===== src/rtl/ascon_pack.sv =====
// Shared constants, state type and byte-selection helpers for the Ascon output path.
package ascon_pack;

  localparam int unsigned ASCON_BLOCK_BYTES = 8;
  localparam int unsigned ASCON_TAG_BYTES   = 16;

  typedef enum logic [1:0] {IDLE, COLLECT, SEND_CIPHER, SEND_TAG} type_out_state;

  // Byte idx of a block, counting from the most-significant byte.
  function automatic logic [7:0] block_byte(input logic [63:0] blk, input logic [2:0] idx);
    logic [63:0] sh;
    sh = blk << {idx, 3'b000};
    return sh[63:56];
  endfunction

  function automatic logic [7:0] tag_byte(input logic [127:0] tag, input logic [3:0] idx);
    logic [127:0] sh;
    sh = tag << {idx, 3'b000};
    return sh[127:120];
  endfunction

endpackage


===== src/rtl/ascon_out_serializer_if.sv =====
// Core-side capture and byte-stream signals of the Ascon output serializer.
interface ascon_out_serializer_if;
  logic         start_i;
  logic         cipher_valid_i;
  logic [63:0]  cipher_i;
  logic         end_i;
  logic [127:0] tag_i;
  logic         byte_ready_i;
  logic         byte_valid_o;
  logic [7:0]   byte_o;
  logic         byte_last_o;
  logic         busy_o;
  logic         overflow_o;

  modport master (
    output start_i, cipher_valid_i, cipher_i, end_i, tag_i, byte_ready_i,
    input  byte_valid_o, byte_o, byte_last_o, busy_o, overflow_o
  );

  modport slave (
    input  start_i, cipher_valid_i, cipher_i, end_i, tag_i, byte_ready_i,
    output byte_valid_o, byte_o, byte_last_o, busy_o, overflow_o
  );
endinterface


===== src/rtl/ascon_block_buffer.sv =====
// Ciphertext block store: write pointer, read pointer and count; writes beyond full are dropped.
module ascon_block_buffer #(
  parameter int unsigned  MAX_BLOCKS = 4,
  localparam int unsigned PtrW       = $clog2(MAX_BLOCKS),
  localparam int unsigned CntW       = PtrW + 1
) (
  input  logic            clock_i,
  input  logic            resetb_i,
  input  logic            clear,
  input  logic            wr_en,
  input  logic [63:0]     wr_data,
  input  logic            rd_adv,
  output logic [63:0]     rd_data,
  output logic [63:0]     rd_next_data,
  output logic [CntW-1:0] count,
  output logic            full,
  output logic            rd_last
);

  logic [63:0]     mem_q [MAX_BLOCKS];
  logic [PtrW-1:0] wr_ptr_q, rd_ptr_q;
  logic [CntW-1:0] count_q;
  logic            do_wr;

  assign full  = (count_q == CntW'(MAX_BLOCKS));
  assign do_wr = wr_en && !full && !clear;

  always_ff @(posedge clock_i or negedge resetb_i) begin
    if (!resetb_i) begin
      wr_ptr_q <= '0;
      rd_ptr_q <= '0;
      count_q  <= '0;
    end else if (clear) begin
      wr_ptr_q <= '0;
      rd_ptr_q <= '0;
      count_q  <= '0;
    end else begin
      if (do_wr) begin
        wr_ptr_q <= wr_ptr_q + PtrW'(1);
        count_q  <= count_q + CntW'(1);
      end
      if (rd_adv) begin
        rd_ptr_q <= rd_ptr_q + PtrW'(1);
      end
    end
  end

  always_ff @(posedge clock_i) begin
    if (do_wr) begin
      mem_q[wr_ptr_q] <= wr_data;
    end
  end

  assign rd_data      = mem_q[rd_ptr_q];
  assign rd_next_data = mem_q[rd_ptr_q + PtrW'(1)];
  assign count        = count_q;
  assign rd_last      = ({1'b0, rd_ptr_q} == (count_q - CntW'(1)));

endmodule


===== src/rtl/ascon_out_serializer.sv =====
// Buffers Ascon ciphertext blocks and the tag, then streams them MSB-first as bytes.
module ascon_out_serializer
  import ascon_pack::*;
#(
  parameter int unsigned MAX_BLOCKS = 4
) (
  input logic                    clock_i,
  input logic                    resetb_i,
  ascon_out_serializer_if.slave  bus
);

  localparam int unsigned CntW = $clog2(MAX_BLOCKS) + 1;

  type_out_state   state_q, state_d;
  logic [127:0]    tag_q, tag_d;
  logic [2:0]      byte_idx_q, byte_idx_d;
  logic [3:0]      tag_idx_q, tag_idx_d;
  logic [7:0]      byte_q, byte_d;
  logic            byte_valid_q, byte_valid_d;
  logic            byte_last_q, byte_last_d;
  logic            busy_q;
  logic            overflow_q, overflow_d;
  logic            buf_clear, wr_en, rd_adv, full, rd_last, xfer;
  logic [63:0]     rd_data, rd_next_data;
  logic [CntW-1:0] count;

  ascon_block_buffer #(
    .MAX_BLOCKS (MAX_BLOCKS)
  ) u_buffer (
    .clock_i      (clock_i),
    .resetb_i     (resetb_i),
    .clear        (buf_clear),
    .wr_en        (wr_en),
    .wr_data      (bus.cipher_i),
    .rd_adv       (rd_adv),
    .rd_data      (rd_data),
    .rd_next_data (rd_next_data),
    .count        (count),
    .full         (full),
    .rd_last      (rd_last)
  );

  always_comb begin
    state_d      = state_q;
    tag_d        = tag_q;
    byte_idx_d   = byte_idx_q;
    tag_idx_d    = tag_idx_q;
    byte_d       = byte_q;
    byte_valid_d = byte_valid_q;
    byte_last_d  = byte_last_q;
    overflow_d   = overflow_q;
    buf_clear    = 1'b0;
    wr_en        = 1'b0;
    rd_adv       = 1'b0;
    xfer         = byte_valid_q && bus.byte_ready_i;

    if (bus.start_i) begin
      state_d      = IDLE;
      byte_idx_d   = '0;
      tag_idx_d    = '0;
      byte_d       = '0;
      byte_valid_d = 1'b0;
      byte_last_d  = 1'b0;
      overflow_d   = 1'b0;
      buf_clear    = 1'b1;
    end else begin
      unique case (state_q)
        IDLE, COLLECT: begin
          if (bus.cipher_valid_i) begin
            state_d = COLLECT;
            if (full) overflow_d = 1'b1;
            else      wr_en      = 1'b1;
          end
          // A block arriving with end_i is counted; its first byte bypasses the empty buffer.
          if (bus.end_i) begin
            tag_d        = bus.tag_i;
            byte_valid_d = 1'b1;
            byte_last_d  = 1'b0;
            if ((count != '0) || wr_en) begin
              state_d    = SEND_CIPHER;
              byte_idx_d = '0;
              byte_d     = (count == '0) ? bus.cipher_i[63:56] : rd_data[63:56];
            end else begin
              state_d   = SEND_TAG;
              tag_idx_d = '0;
              byte_d    = bus.tag_i[127:120];
            end
          end
        end
        SEND_CIPHER: begin
          if (bus.cipher_valid_i) overflow_d = 1'b1;
          if (xfer) begin
            if (byte_idx_q == 3'(ASCON_BLOCK_BYTES - 1)) begin
              byte_idx_d = '0;
              if (rd_last) begin
                state_d   = SEND_TAG;
                tag_idx_d = '0;
                byte_d    = tag_q[127:120];
              end else begin
                rd_adv = 1'b1;
                byte_d = rd_next_data[63:56];
              end
            end else begin
              byte_idx_d = byte_idx_q + 3'd1;
              byte_d     = block_byte(rd_data, byte_idx_q + 3'd1);
            end
          end
        end
        SEND_TAG: begin
          if (bus.cipher_valid_i) overflow_d = 1'b1;
          if (xfer) begin
            if (tag_idx_q == 4'(ASCON_TAG_BYTES - 1)) begin
              state_d      = IDLE;
              tag_idx_d    = '0;
              byte_d       = '0;
              byte_valid_d = 1'b0;
              byte_last_d  = 1'b0;
              buf_clear    = 1'b1;
            end else begin
              tag_idx_d   = tag_idx_q + 4'd1;
              byte_d      = tag_byte(tag_q, tag_idx_q + 4'd1);
              byte_last_d = (tag_idx_q + 4'd1 == 4'(ASCON_TAG_BYTES - 1));
            end
          end
        end
      endcase
    end
  end

  always_ff @(posedge clock_i or negedge resetb_i) begin
    if (!resetb_i) begin
      state_q      <= IDLE;
      tag_q        <= '0;
      byte_idx_q   <= '0;
      tag_idx_q    <= '0;
      byte_q       <= '0;
      byte_valid_q <= 1'b0;
      byte_last_q  <= 1'b0;
      busy_q       <= 1'b0;
      overflow_q   <= 1'b0;
    end else begin
      state_q      <= state_d;
      tag_q        <= tag_d;
      byte_idx_q   <= byte_idx_d;
      tag_idx_q    <= tag_idx_d;
      byte_q       <= byte_d;
      byte_valid_q <= byte_valid_d;
      byte_last_q  <= byte_last_d;
      busy_q       <= (state_d != IDLE);
      overflow_q   <= overflow_d;
    end
  end

  assign bus.byte_valid_o = byte_valid_q;
  assign bus.byte_o       = byte_q;
  assign bus.byte_last_o  = byte_last_q;
  assign bus.busy_o       = busy_q;
  assign bus.overflow_o   = overflow_q;

endmodule


===== src/flat_wrapper.sv =====
// flat-port wrapper written by rule: the top's interface ports become plain ports
module ascon_out_serializer_flat import ascon_pack::*;
#(
  parameter int unsigned MAX_BLOCKS = 4
)
  (clock_i, resetb_i, bus_start_i, bus_cipher_valid_i, bus_cipher_i, bus_end_i, bus_tag_i, bus_byte_ready_i, bus_byte_valid_o, bus_byte_o, bus_byte_last_o, bus_busy_o, bus_overflow_o);
  ascon_out_serializer_if bus_i ();
  input logic clock_i;
  input logic resetb_i;
  input wire logic [$bits(bus_i.start_i)-1:0] bus_start_i;
  input wire logic [$bits(bus_i.cipher_valid_i)-1:0] bus_cipher_valid_i;
  input wire logic [$bits(bus_i.cipher_i)-1:0] bus_cipher_i;
  input wire logic [$bits(bus_i.end_i)-1:0] bus_end_i;
  input wire logic [$bits(bus_i.tag_i)-1:0] bus_tag_i;
  input wire logic [$bits(bus_i.byte_ready_i)-1:0] bus_byte_ready_i;
  output wire logic [$bits(bus_i.byte_valid_o)-1:0] bus_byte_valid_o;
  output wire logic [$bits(bus_i.byte_o)-1:0] bus_byte_o;
  output wire logic [$bits(bus_i.byte_last_o)-1:0] bus_byte_last_o;
  output wire logic [$bits(bus_i.busy_o)-1:0] bus_busy_o;
  output wire logic [$bits(bus_i.overflow_o)-1:0] bus_overflow_o;
  assign bus_i.start_i = bus_start_i;
  assign bus_i.cipher_valid_i = bus_cipher_valid_i;
  assign bus_i.cipher_i = bus_cipher_i;
  assign bus_i.end_i = bus_end_i;
  assign bus_i.tag_i = bus_tag_i;
  assign bus_i.byte_ready_i = bus_byte_ready_i;
  assign bus_byte_valid_o = bus_i.byte_valid_o;
  assign bus_byte_o = bus_i.byte_o;
  assign bus_byte_last_o = bus_i.byte_last_o;
  assign bus_busy_o = bus_i.busy_o;
  assign bus_overflow_o = bus_i.overflow_o;
  ascon_out_serializer #(.MAX_BLOCKS(MAX_BLOCKS)) u_core (.clock_i(clock_i), .resetb_i(resetb_i), .bus(bus_i));
endmodule

===== config.mk =====
export PLATFORM = sky130hd
export DESIGN_NAME = ascon_out_serializer_flat
export DESIGN_NICKNAME = d
export VERILOG_FILES = /design/src/rtl/ascon_pack.sv /design/src/rtl/ascon_out_serializer_if.sv /design/src/rtl/ascon_block_buffer.sv /design/src/rtl/ascon_out_serializer.sv /design/src/flat_wrapper.sv
export SDC_FILE = /design/constraint.sdc
export NUM_CORES = 1
export LEC_CHECK = 0
export ABC_CLOCK_PERIOD_IN_PS = 4440
export BUFFER_PORTS_ARGS = -buffer_cell sky130_fd_sc_hd__buf_2
export CORE_MARGIN = 2
export CORE_UTILIZATION = 50
export CTS_BUF_LIST = sky130_fd_sc_hd__clkbuf_4
export DETAILED_ROUTE_END_ITERATION = 8
export PLACE_DENSITY = 0.7
export SLEW_MARGIN = 20
export SYNTH_ARGS = -nofsm -noshare
export SYNTH_HDL_FRONTEND = slang
export SYNTH_SLANG_ARGS = --single-unit

===== constraint.sdc =====
create_clock -name clock_i -period 4.44 [get_ports clock_i]
set_clock_uncertainty 0.15 [all_clocks]
set_input_delay 0 -clock clock_i [delete_from_list [all_inputs] [get_ports clock_i]]
set_output_delay 0 -clock clock_i [all_outputs]
set_load 0.02 [all_outputs]

==> results of run 1 <==
[logic make-up after synthesis]
kind of cell,Yosys count
DFF,412
muxes,273
and+or+nand+nor,194
AOI/OAI and AO/OA,134
buffers and inverters,88
adders and majority gates,11
xor gates and xnor gates,10
[metrics by stage]
stage                     hold WS (ns)  setup slack [ns]  instances  instance area, um^2   util
after global placement         -0.0219              1.06       1742                19800  0.545
after floorplan                 -0.446              1.04       1122                18300      -
after detailed placement       -0.0232              1.20       1742                19800  0.545
==> results.json, run 1 <==
{
  "status": "aborted with a tool error",
  "failed_stage": "clock tree synthesis",
  "tool.error": "[ERROR RSZ-0060] Max buffer count reached.",
  "synth_edf_count": 256,
  "syn_avg_cell_area_um2": 16.3,
  "async_flop_share": 0.379,
  "clock_path_buffers": 3,
  "yosysWarnings": 0,
  "cts_setup_buffers": 0,
  "place.gp.congestion": 0.936,
  "root_buffer": "clkbuf_4",
  "cts_resized": 0,
  "synth_nets": 1331,
  "die_h_um": 195,
  "rows": 70,
  "cts.sinks": 412,
  "synth_xor_xnor_area_share": 0.00519,
  "ys_top_cells_by_area": "edfxtp_1 (42%), dfrtp_1 (21%), mux2_2 (9.7%)",
  "initial_utilization": 0.504,
  "synth_top_area_cell": "edfxtp_1",
  "pin_count": 210,
  "numPortBuffers": 209,
  "hpwlAfterDp_mm": 29.8,
  "yosys.area_share.adder": 0.00752,
  "synth-simple-area-share": 0.0670,
  "synth_commonest_cells": "edfxtp_1 (256), mux2_2 (157), dfrtp_1 (156), mux4_2 (72), mux2i_1 (40)",
  "syn_area_um2": 18300,
  "die_w_um": 195,
  "yosysTopAreaCellShare": 0.420,
  "synth_mux_area_frac": 0.209,
  "netlist_instances": 1122,
  "synth_top_family_by_area": "multiplexers",
  "ys_types": 60,
  "cts_hold_buf": 388,
  "synth_most_common_cell": "edfxtp_1",
  "synth_compound_area_frac": 0.0542,
  "synth_top_flop_cell": "edfxtp_1",
  "ys_seq_area_frac": 0.633,
  "cts_buffers": 106,
  "htreeDepth": 3,
  "synth-seq-cells": 412
}
==> inputs of run 2 (changes only) <==
--- a/config.mk
+++ b/config.mk
@@ -8,10 +8,9 @@
 export ABC_CLOCK_PERIOD_IN_PS = 4440
 export BUFFER_PORTS_ARGS = -buffer_cell sky130_fd_sc_hd__buf_2
 export CORE_MARGIN = 2
-export CORE_UTILIZATION = 50
-export CTS_BUF_LIST = sky130_fd_sc_hd__clkbuf_4
+export CORE_UTILIZATION = 35
 export DETAILED_ROUTE_END_ITERATION = 8
-export PLACE_DENSITY = 0.7
+export PLACE_DENSITY_LB_ADDON = 0.15
 export SLEW_MARGIN = 20
 export SYNTH_ARGS = -nofsm -noshare
 export SYNTH_HDL_FRONTEND = slang
==> results.json, run 2 <==
{
  "ys_seq_area_frac": 0.633,
  "drive_above_1_share": 0.350,
  "grt_pass1_wl_mm": 75.3,
  "met3_usage": 0.0301,
  "fin_crit_sh": 0.701,
  "setup_viol": 0,
  "status": "finished clean",
  "critical_path_required_ns": 4.73,
  "synth_compound_area_frac": 0.0542,
  "routedWlPerCell_um": 22.4,
  "synth-simple-area-share": 0.0670,
  "critPathArrivalTime_ns": 3.40,
  "drc": 0,
  "antenna_left": 0,
  "min_path_type": "in2reg",
  "syn_area_um2": 18300,
  "synth_commonest_cells": "edfxtp_1 (256), mux2_2 (157), dfrtp_1 (156), mux4_2 (72), mux2i_1 (40)",
  "hold_violations": 0,
  "cpPeakStageDelay_ns": 0.74,
  "top_usage_layer": "met2",
  "layout.nets": 1751,
  "wl_mm": 50.8,
  "synth_most_common_cell": "edfxtp_1",
  "dieArea_um2": 54200,
  "path_buf_inv": 0,
  "yosysTopAreaCellShare": 0.420,
  "fin_area_um2": 23800,
  "cts_buffers": 47,
  "place.gp.congestion": 0.859,
  "grtUsageTotal": 0.187,
  "detail_route.iter0.violations": 871,
  "crit_path_start_kind": "register",
  "grt_max_degree": 80,
  "gr-total-overflow": 0,
  "grt_pass1_vias": 12000,
  "synth_xor_xnor_area_share": 0.00519,
  "netlist_instances": 1122,
  "critPathTopFamily": "simple AND/OR/NAND/NOR gates",
  "largest-register": "u_core.u_buffer.mem_q",
  "viasPerCell": 5.13,
  "period_needed_ns": 3.11,
  "pin_count": 210,
  "yosysWarnings": 0,
  "htreeDepth": 2,
  "vdd.ir_drop.worst_v": 0.000313,
  "root_buffer": "clkbuf_16",
  "synth-seq-cells": 412,
  "synth_edf_count": 256,
  "num_vias": 11600,
  "crit_top_cell": "ha_1",
  "drt-pass1-iter-count": 5,
  "instances_no_fill": 2264,
  "worstPathMaxFanout": 21,
  "cts_setup_buffers": 0,
  "largest_reg_flops": 256,
  "placed_area_um2": 20100,
  "path_class": "reg2reg",
  "clock_path_buffers": 3,
  "reg2reg_from": "u_core.byte_idx_q[0]$_DFFE_PN0P_",
  "synth_top_family_by_area": "multiplexers",
  "hpwlAfterDp_mm": 34.1,
  "clk_latency_ns": 0.58,
  "timing.hold.ws_ns": 0.0275,
  "relSlewSlack": 0.320,
  "core_um2": 51500,
  "ys_top_cells_by_area": "edfxtp_1 (42%), dfrtp_1 (21%), mux2_2 (9.7%)",
  "cts.sinks": 412,
  "gr-usage-met1": 0.260,
  "initial_utilization": 0.355,
  "cp_slowest_cell": "dfrtp_1",
  "synth_nets": 1331,
  "cts_tree": "built",
  "syn_avg_cell_area_um2": 16.3,
  "rsz0062_at_grt": "no",
  "syn_to_final_growth_pct": 30.2,
  "clk_pin_slew_ns": 0.06,
  "met2_usage": 0.303,
  "end_kind": "register",
  "drv_slew": 0,
  "grt_antenna_before_repair": 6,
  "async_flop_share": 0.379,
  "tightestPinTransition_ns": 1.02,
  "synth_top_flop_cell": "edfxtp_1",
  "layout_common_cells": "edfxtp_1 (256), dlygate4sd3_1 (218), buf_2 (208)",
  "numPortBuffers": 209,
  "powerDensity_nw_per_um2": 393,
  "fmax_ghz": 0.321,
  "p_leak_uw": 0.00879,
  "drv_cap": 0,
  "final.setup.tns_ns": 0,
  "cp_cell_sequence": "ha_1 -> ha_1 -> and4b_1 -> a22oi_1 -> nand2_1 -> nor4_1 -> a21oi_1",
  "synth_mux_area_frac": 0.209,
  "min-delay-start": "bus_cipher_i[53]",
  "ys_types": 60,
  "startpoint": "u_core.byte_idx_q[0]$_DFFE_PN0P_",
  "placedCellCount": 1954,
  "die_h_um": 233,
  "die_w_um": 233,
  "rows": 83,
  "synth_top_area_cell": "edfxtp_1",
  "final_common_cell": "edfxtp_1",
  "yosys.area_share.adder": 0.00752
}
==> run 2: cell counts after synthesis <==
No cell type changed its count.
==> run 2: kinds of logic (layout without fill, tap and decap cells) <==
logic type	after synthesis	in the layout
flip-flops	412	412
multiplexers	273	273
AND/OR/NAND/NOR	194	194
AO/OA/AOI/OAI	134	134
buffers and inverters	88	546
adder cells (fa/ha/maj)	11	11
XOR/XNOR	10	10
other	0	4
==> run 2: stage by stage <==
| step | utilization | setup WS (ns) | total power (uW) |
|---|---|---|---|
| floorplan | - | 1.04 | 5110 |
| global placement | 0.390 | 1.33 | 5500 |
| detailed placement | 0.390 | 1.20 | 5510 |
| CTS | 0.462 | 1.17 | 9480 |
| global route | 0.463 | 1.07 | 9740 |
| finish | 0.463 | 1.33 | 9360 |
==> run 2: final timing paths <==
kind	slack, ns	endpoint	depth (start not counted)
hold reg to reg	0.35	u_core.byte_idx_q[2]$_DFFE_PN0P_	2
min in group asynchronous	0.22	u_core.tag_q[127]$_DFFE_PN0P_	3
max in group asynchronous	3.13	u_core.tag_q[66]$_DFFE_PN0P_	4
setup / recovery	1.33	u_core.bus.byte_o[3]$_DFFE_PN0P_	7
hold / removal	0.03	u_core.u_buffer.mem_q[1][53]$_DFFE_PP_	2
setup reg to reg	1.33	u_core.bus.byte_o[3]$_DFFE_PN0P_	7
==> run 2: what timing repair did <==
action	4_1_cts	5_1_grt
hold buffers	219	0
resized for setup	0	0
endpoints found under the hold margin	499	0
==> run 2: layout make-up <==
| class | count | area, um^2 |
|---|---|---|
| Multi-Input combinational cell | 622 | 6320 |
| Antenna cell | 4 | 10.0 |
| Clock buffer | 65 | 1270 |
| Inverter | 7 | 26.3 |
| Clock inverter | 22 | 230 |
| Timing Repair Buffer | 452 | 3520 |
| Fill cell | 4622 | 27700 |
| Sequential cell | 412 | 11600 |
| Tap cell | 680 | 851 |
==> run 2: layer usage <==
metal | vias up | wire length, um
met3 | 64 | 2430
met2 | 297 | 24200
met1 | 5930 | 23100
li1 | 5325 | -
met5 | - | 0
met4 | 0 | 1050
==> run 2: power by group <==
part           internal, uW  switching [uW]  leakage, uW
Sequential             4380             165      0.00420
Clock                  2190            1580     0.000734
Combinational           568             481      0.00386
Total                  7140            2220      0.00879
No activity file was read; power rests on OpenSTA's default activity.
==> inputs of run 3 (changes only) <==
--- a/config.mk
+++ b/config.mk
@@ -5,7 +5,7 @@
 export SDC_FILE = /design/constraint.sdc
 export NUM_CORES = 1
 export LEC_CHECK = 0
-export ABC_CLOCK_PERIOD_IN_PS = 4440
+export ABC_CLOCK_PERIOD_IN_PS = 3210
 export BUFFER_PORTS_ARGS = -buffer_cell sky130_fd_sc_hd__buf_2
 export CORE_MARGIN = 2
 export CORE_UTILIZATION = 35
==> constraint.sdc (replaced) <==
create_clock -name clock_i -period 3.21 [get_ports clock_i]
set_clock_uncertainty 0.15 [all_clocks]
set_input_delay 0 -clock clock_i [delete_from_list [all_inputs] [get_ports clock_i]]
set_output_delay 0 -clock clock_i [all_outputs]
set_load 0.02 [all_outputs]
==> results.json, run 3 (synthesis gave the netlist of run 2 again) <==
{
  "status": "finished clean",
  "num_vias": 11600,
  "setup_ws_ns": 0.460,
  "die_w_um": 233,
  "gr-total-overflow": 0,
  "p_leak_uw": 0.00895,
  "place.gp.congestion": 0.816,
  "antenna_left": 0,
  "cts.sinks": 412,
  "viasPerCell": 5.11,
  "clk_pin_slew_ns": 0.06,
  "drv_slew": 0,
  "grt_pass1_wl_mm": 75.7,
  "routedWlPerCell_um": 22.0,
  "critPathArrivalTime_ns": 3.10,
  "tightestPinTransition_ns": 0.922,
  "reg2reg_from": "u_core.tag_idx_q[0]$_DFFE_PN0P_",
  "rows": 83,
  "vdd.ir_drop.worst_v": 0.000406,
  "placed_area_um2": 20500,
  "fin_crit_sh": 0.857,
  "setup_viol": 0,
  "largest-register": "u_core.u_buffer.mem_q",
  "syn_to_final_growth_pct": 31.8,
  "met3_usage": 0.0298,
  "wl_mm": 50.0,
  "hold_violations": 0,
  "layout_common_cells": "edfxtp_1 (256), dlygate4sd3_1 (212), buf_2 (208)",
  "drc": 0,
  "ff2ff_path_depth": 8,
  "top_usage_layer": "met2",
  "fin_area_um2": 24100,
  "cts_buffers": 45,
  "clock_path_buffers": 3,
  "min_path_type": "in2reg",
  "grt_antenna_before_repair": 5,
  "largest_reg_flops": 256,
  "powerDensity_nw_per_um2": 542,
  "rsz0062_at_grt": "no",
  "die_h_um": 233,
  "core_um2": 51500,
  "total_power_uw": 13100,
  "r2r-end": "u_core.bus.byte_o[6]$_DFFE_PN0P_",
  "min_to": "u_core.u_buffer.mem_q[0][21]$_DFFE_PP_",
  "drt-pass1-iter-count": 5,
  "grt_pass1_vias": 12200,
  "hpwlAfterDp_mm": 33.6,
  "final.setup.tns_ns": 0,
  "fmax_ghz": 0.364,
  "cts_tree": "built",
  "r2r_slack_ns": 0.46,
  "htreeDepth": 2,
  "critical_path_required_ns": 3.56,
  "relSlewSlack": 0.381,
  "dp_slack_ns": 0.441,
  "detail_route.iter0.violations": 831,
  "pin_count": 210,
  "initial_utilization": 0.355,
  "dieArea_um2": 54200,
  "grt_max_degree": 86,
  "min-delay-start": "bus_cipher_i[21]",
  "layout.nets": 1763,
  "crit_path_start_kind": "register",
  "min_path_cells": 2,
  "numPortBuffers": 209,
  "path_class": "reg2reg",
  "root_buffer": "clkbuf_16",
  "final_common_cell": "edfxtp_1",
  "grtUsageTotal": 0.186,
  "timing.hold.ws_ns": 0.0294,
  "drive_above_1_share": 0.361,
  "worstPathMaxFanout": 37,
  "clk_latency_ns": 0.59,
  "end_kind": "register",
  "period_needed_ns": 2.75,
  "gr-usage-met1": 0.259,
  "met2_usage": 0.300,
  "drv_cap": 0,
  "startpoint": "u_core.tag_idx_q[0]$_DFFE_PN0P_"
}
-- run 3: cell count changes in the layout (fill, tap and decap cells not counted), sizes merged --
cell / delta
clkbuf: -10
bufinv: +3
clkinvlp: -1
clkinv: +6
buf: +20
diode: -3
inv: -1
dlygate4sd3: -6
-- run 3: how the worst max path moves through the flow --
| stage | to | cells after the start |
|---|---|---|
| after global routing | u_core.bus.byte_o[6]$_DFFE_PN0P_ | 8 |
| after detailed placement | u_core.bus.byte_o[6]$_DFFE_PN0P_ | 8 |
| after CTS | u_core.bus.byte_o[3]$_DFFE_PN0P_ | 8 |
| after global placement | u_core.bus.byte_o[3]$_DFFE_PN0P_ | 8 |
| after floorplan | u_core.bus.byte_o[3]$_DFFE_PN0P_ | 10 |
| final | u_core.bus.byte_o[6]$_DFFE_PN0P_ | 8 |
-- run 3: cell type report --
| type | instances | area [um^2] |
|---|---|---|
| fill | 4579 | 27400 |
| sequential | 412 | 11600 |
| multi-input combinational | 622 | 6310 |
| timing repair buffer | 466 | 3810 |
| clock buffer | 55 | 1190 |
| tap | 680 | 851 |
| clock inverter | 29 | 343 |
| inverter | 7 | 26.3 |
| antenna | 1 | 2.50 |
-- run 3: worst max-delay path, stage by stage (launching register included) --
cell	delay [ns]
dfrtp_2	0.43
buf_4	0.21
ha_1	0.34
xnor2_4	0.32
buf_12	0.30
mux2i_1	0.37
a41o_1	0.27
nand3b_1	0.11
a21oi_1	0.16
-- run 3: timing repair --
| item | CTS | global route |
|---|---|---|
| hold endpoints to repair | 502 | 0 |
| hold buffers | 212 | 0 |
| setup buffers | 0 | 0 |
| resized for setup | 0 | 0 |
-- run 3: power by group --
group,switching [uW],leakage (uW),internal (uW),total (uW)
clock,2180,0.000759,3150,5340
combinational,681,0.00399,812,1490
sequential,208,0.00420,6050,6260
-- run 3: per-stage QoR --
stage               utilization  instances
finish                    0.469       2272
global route              0.469       2272
CTS                       0.469       2271
detailed placement        0.398       1975
global placement          0.398       1975
floorplan                     -       1122
-- run 3: layer usage --
metal / wire, um / part of all wire / vias up
li1: - / - / 5347
met1: 23100 / 0.46 / 5852
met2: 23400 / 0.47 / 309
met3: 2300 / 0.046 / 83
met4: 1160 / 0.023 / 8
met5: 52 / 0.0010 / -
